File: config.mk
export PLATFORM = sky130hd
export DESIGN_NAME = regfile_mp
export DESIGN_NICKNAME = d
export VERILOG_FILES = /design/src/rtl/regfile_mp.sv
export SDC_FILE = /design/constraint.sdc
export NUM_CORES = 2
export LEC_CHECK = 0
export ABC_CLOCK_PERIOD_IN_PS = 40500
export CAP_MARGIN = 20
export CORE_MARGIN = 2
export CORE_UTILIZATION = 52
export DETAILED_ROUTE_END_ITERATION = 8
export GPL_TIMING_DRIVEN = 1
export PLACE_DENSITY_LB_ADDON = 0.2
export SLEW_MARGIN = 30
export SYNTH_ARGS = -nofsm -noshare
export SYNTH_HDL_FRONTEND = slang
export SYNTH_SLANG_ARGS = --single-unit
export TNS_END_PERCENT = 100
File: constraint.sdc
create_clock -name clk -period 40.5 [get_ports clk]
set_input_delay 8.1 -clock clk [delete_from_list [all_inputs] [get_ports clk]]
set_output_delay 8.1 -clock clk [all_outputs]
set_load 0.01 [all_outputs]
File: src/rtl/regfile_mp.sv
// Multi-port integer register file with per-register busy scoreboard; x0 reads as zero.
// Define REGFILE_BYPASS_EN to forward same-cycle write data and busy-clear to the read ports.

module regfile_mp_rd #(
  parameter int XLEN = 32,
  parameter int NREG = 32,
  parameter int NW   = 2,
  parameter int AW   = 5
) (
  output logic [XLEN-1:0]            rdata_o,
  output logic                       rbusy_o,
`ifdef REGFILE_BYPASS_EN
  input  logic                       rst_i,
  input  logic [NW-1:0]              wen_i,
  input  logic [NW*AW-1:0]           waddr_i,
  input  logic [NW*XLEN-1:0]         wdata_i,
  input  logic                       rsv_en_i,
  input  logic [AW-1:0]              rsv_addr_i,
`endif
  input  logic [AW-1:0]              raddr_i,
  input  logic [NREG-1:0][XLEN-1:0]  regs_i,
  input  logic [NREG-1:0]            busy_i
);

  always_comb begin
    rdata_o = regs_i[raddr_i];
    rbusy_o = busy_i[raddr_i];
`ifdef REGFILE_BYPASS_EN
    // Later ports overwrite earlier hits so the highest-indexed writer wins.
    if (!rst_i && raddr_i != '0) begin
      for (int j = 0; j < NW; j++) begin
        if (wen_i[j] && waddr_i[j*AW +: AW] == raddr_i) begin
          rdata_o = wdata_i[j*XLEN +: XLEN];
          rbusy_o = rsv_en_i && (rsv_addr_i == raddr_i);
        end
      end
    end
`endif
  end

endmodule

module regfile_mp #(
  parameter int XLEN = 32,
  parameter int NREG = 32,
  parameter int NR   = 4,
  parameter int NW   = 2,
  localparam int AW  = $clog2(NREG)
) (
  input  logic               clk,
  input  logic               rst,
  input  logic [NR*AW-1:0]   raddr,
  output logic [NR*XLEN-1:0] rdata,
  output logic [NR-1:0]      rbusy,
  input  logic [NW-1:0]      wen,
  input  logic [NW*AW-1:0]   waddr,
  input  logic [NW*XLEN-1:0] wdata,
  input  logic               rsv_en,
  input  logic [AW-1:0]      rsv_addr,
  input  logic               flush
);

  logic [NREG-1:0][XLEN-1:0] regs_q, regs_d;
  logic [NREG-1:0]           busy_q, busy_d;

  // Busy priority is encoded by assignment order: write-clear, then reserve, then flush.
  always_comb begin
    regs_d = regs_q;
    busy_d = busy_q;
    for (int j = 0; j < NW; j++) begin
      if (wen[j] && waddr[j*AW +: AW] != '0) begin
        regs_d[waddr[j*AW +: AW]] = wdata[j*XLEN +: XLEN];
        busy_d[waddr[j*AW +: AW]] = 1'b0;
      end
    end
    if (rsv_en && rsv_addr != '0) busy_d[rsv_addr] = 1'b1;
    if (flush) busy_d = '0;
  end

  always_ff @(posedge clk or posedge rst) begin
    if (rst) begin
      regs_q <= '0;
      busy_q <= '0;
    end else begin
      regs_q <= regs_d;
      busy_q <= busy_d;
    end
  end

  for (genvar i = 0; i < NR; i++) begin : g_rd
    regfile_mp_rd #(.XLEN(XLEN), .NREG(NREG), .NW(NW), .AW(AW)) u_rd (
      .rdata_o    (rdata[i*XLEN +: XLEN]),
      .rbusy_o    (rbusy[i]),
`ifdef REGFILE_BYPASS_EN
      .rst_i      (rst),
      .wen_i      (wen),
      .waddr_i    (waddr),
      .wdata_i    (wdata),
      .rsv_en_i   (rsv_en),
      .rsv_addr_i (rsv_addr),
`endif
      .raddr_i    (raddr[i*AW +: AW]),
      .regs_i     (regs_q),
      .busy_i     (busy_q)
    );
  end

endmodule

== Yosys cells after proc, flatten, opt, wreduce, memory -nomap -nowiden ==
Cells that the tools add are included.
Cells by class
  add/sub/neg operators: 0
  $mul: 0
  divide/modulo/power cells: 0
  $lt $le $gt $ge: 10
  eq/ne operators: 0
  shift operators: 0
  multiplexer cells: 34
  bitwise operators: 5
  reductions and logical operators: 9
Operators with widths (count)
  $bwmux W1024: 2
  $mux W1024: 2
  $bmux W32 S5: 4
  $demux W32 S5: 2
  $mux W32: 10
  $and A32 B32 Y32: 2
  $not A32 Y32: 2
  $lt A5 B6 Y1 const B: 7
  $or A32 B32 Y32: 1
  $bmux W1 S5: 4
  $demux W1 S5: 3
  $ge A5 B1 Y1 const B: 3
  $reduce_bool A5 Y1: 3
  $mux W1: 7
  $logic_and A1 B1 Y1: 6
Storage, ports and cells
  bits in registers: 1056
  bits in latches: 0
  bits in writable memories: 0
  bits in read-only memories: 0
  memories: 0

== Depth between registers and ports, before layout ==
  word-level depth: 12
  gate-level depth with buffers: 9
  mapped depth without buffers: 5

== Hierarchy ==
A second synthesis with hierarchy kept.
Unflattened totals
  cell total of the unflattened synthesis: 11052
  area total of the unflattened synthesis: 89295.6 µm²
By module, submodules not included
  regfile_mp: instances 1, cells each 6264, area an instance 52370.2 µm², sequential area each 26425.3 µm²
  regfile_mp_rd: instances 4, cells each 1197, area an instance 9231.4 µm², sequential area each 0.0 µm²

== Worst setup path after synthesis ==
OpenSTA, ideal clock, no wires.
  path kind: input port to output port
  from: in raddr[1]
  to: out rbusy[0]
  arrival time: 9501 ps
  data required time: 32400 ps
  path slack: 22899 ps
  stages: 9
  cell sequence: buf_2 buf_2 buf_2 buf_2 mux2i_1 a22oi_1 a31oi_1 nand3_1 buf_4
On the way
  word-level cells in the longest chain between the ends: 2
Ends and longest elaborated chain
  start, declared: line 52  | input logic [NR*AW-1:0] raddr,
  $bmux W1 S5: line 27  | rbusy_o = busy_i[raddr_i];
  $mux W1 (implied by the code): line 27
  end, declared: line 54  | output logic [NR-1:0] rbusy,
No other way between the ends. The select of a mux whose other input is x is not followed.

== Worst setup path after layout ==
  from: in raddr[5]
  to: out rdata[55]
On the way
  word-level cells in the longest chain between the ends: 2
Ends and longest elaborated chain
  $bmux W32 S5: line 26  | rdata_o = regs_i[raddr_i];
  $mux W32 (implied by the code): line 26
  end, declared: line 53  | output logic [NR*XLEN-1:0] rdata,
No other way between the ends. The select of a mux whose other input is x is not followed.

==> results.tsv <==
metric	value	unit
status	finished, final reports clean	
Hold Vio Cnt, Final	0	
final setup fails	0	
clock latency on the worst-skew pair	0.79	ns
WL/cell	34.7	µm
R2R Path Start	busy_q[5]	
Pre-antenna DRT Iters	8	
Period minus WS final	20.84	ns
Peak Freq	48.0	MHz
hold buffers post-CTS	0	
routed vias/inst	7.18	
R2R Setup Slk	39.07	ns
critical path data arrival time	12.74	ns
clk buf depth	3	
most frequent cells in the layout	mux2i_1, dfrtp_1, a21oi_1	
Area Growth Syn to Fin	9.06	%
GRT Resource Usage Total	0.455	
share of layout cells above drive strength 1	0.0588	
CP Capture Type	output pin	
post-CTS sizing	0	
CP startpoint kind	input pin	
cell area after synthesis	0.0846	mm²
Max-Cap Viols	0	
Num CTS Buffers	130	
commonest non-fill, non-tap cell in the layout	mux2i_1	
Die Ht	407	µm
critical path fanouts, max	56	
top_reg_cell synth	dfrtp_1	
WHS Path Cells	0	
PwrDens	45.8	mW/mm²
count of buffers from port buffering	236	
Cell Rows	148	
WS Path Type	in -> out	
EDFF count, synth	0	
WP data required	32.40	ns
first-pass GRT wire length	558	mm
Netlist cell types	41	
CTS tree	done	
Die Wd	407	µm
dpl hpwl	217	mm
Leakage	43.9	nW
Hold Startpoint	regs_q[6]	
# clock sinks	1056	
FF-to-FF End	busy_q[5]	
nets	9196	
WHS	0.454	ns
routed vias	81700	
fin util	0.569	
Post-Syn Instances	9587	
Seq cells post-synth	1056	
final clock skew	0	ns
I/O pin cnt	237	
setup TNS	0	ns
Final Max Tran Viols	0	
Initial Util	0.522	
Async SR Flop Fraction	1.00	
Iteration-0 DRC Markers	12800	
Hold Path Class	reg -> reg	
post-synthesis sequential area ratio	0.312	
CORE AREA	0.162	mm²
routability cong.	1.07	
average size of a mapped cell	8.83	µm²
maximum VDD drop	0.0000390	V
H-tree depth	4	
number of global-route vias before repair	76400	
largest net degree at the start of global routing	159	
register clock-pin slew on the reported worst setup and hold paths	0.05	ns
DIE AREA	0.166	mm²
initial antenna violation count	35	
slew margin rel.	0.213	
final wirelength	394	mm
WHS Endpoint	regs_q[6]	
worst-case reg-to-reg path depth	2	
post-CTS setup repair buffer count	0	
residual DRC count	0	
root buf cell	clkbuf_16	
Yosys Warn Count	0	
Worst Tran Pin Value	1.18	ns
GRT overflow	0	
Final ANT Viol Nets	0	
RSZ-0062 raised after global routing	no	
post-synth net total	9692	
final period utilization	0.515	
final cells by class:
| type | count | area (µm²) |
|---|---|---|
| Clock inverter | 34 | 478 |
| Multi-Input combinational cell | 7441 | 53900 |
| Sequential cell | 1056 | 26400 |
| Antenna cell | 22 | 55.1 |
| Clock buffer | 191 | 3880 |
| Inverter | 5 | 26.3 |
| Tap cell | 2175 | 2720 |
| Timing Repair Buffer | 457 | 4790 |
| Fill cell | 14400 | 69900 |
cell usage after synthesis (132+ instances only):
library cell / instances / area [µm²]
a22o_1: 264 / 2310
o21ai_0: 350 / 1750
mux2i_1: 3104 / 31100
a31oi_1: 132 / 826
clkbuf_1: 645 / 2420
dfrtp_1: 1056 / 26400
a21oi_1: 927 / 4640
buf_2: 293 / 1470
a22oi_1: 402 / 3020
nor2_1: 563 / 2110
nand2_1: 926 / 3480
nor3_1: 134 / 671
nand3_1: 401 / 2010
state kept, by name, indices dropped and copies added, names as in the netlist:
| register | count |
|---|---|
| regs_q | 1024 |
| busy_q | 32 |
kinds of logic after synthesis:
family	after synthesis	share of synthesized area
multiplexers	3104	0.367
AO/OA/AOI/OAI	2218	0.157
flip-flops	1056	0.312
buffers and inverters	1090	0.0575
AND/OR/NAND/NOR	2119	0.106
power by group:
group / leakage (nW) / switching (mW) / total (mW) / internal (mW)
Sequential: 13.0 / 0.394 / 1.71 / 1.32
Combinational: 28.8 / 0.702 / 1.29 / 0.587
Clock: 2.14 / 0.510 / 1.23 / 0.720
routing by layer:
layer / up-vias / global-route usage / share of wire
li1: 33800 / - / -
met2: 6802 / 0.615 / 0.39
met5: - / 0.00747 / 0.0015
met4: 30 / 0.301 / 0.078
met3: 1815 / 0.183 / 0.16
met1: 39200 / 0.592 / 0.37
how the worst max path moves through the flow:
stage,startpoint,to,slack (ns),depth (start not counted)
finish,raddr[5],rdata[55],19.66,10
global route,raddr[5],rdata[55],19.83,10
CTS,raddr[6],rdata[33],19.66,10
detailed placement,raddr[6],rdata[33],19.68,10
global placement,raddr[6],rdata[52],19.43,10
floorplan,rst,busy_q[0],2.68,1
metrics by stage:
| stage | setup WS (ns) | cell area, µm² | cells | total power, mW |
|---|---|---|---|---|
| global placement | 19.43 | 87100 | 11100 | 2.89 |
| detailed placement | 19.68 | 87600 | 11100 | 2.95 |
| floorplan | 2.68 | 84600 | 9587 | 2.50 |
| CTS | 19.66 | 91900 | 11300 | 4.17 |
| global route | 19.83 | 92300 | 11400 | 4.40 |
| finish | 19.66 | 92300 | 11400 | 4.23 |
worst max-delay path, stage by stage:
cell             delay, ns
clkdlybuf4s50_1       0.62
nor2b_4               0.20
buf_6                 0.65
buf_4                 0.87
buf_4                 0.64
a22o_1                0.22
nor3_1                0.05
a31oi_1               0.30
nand3_1               0.37
clkdlybuf4s50_1       0.60
(Power assumes the default switching activity.)
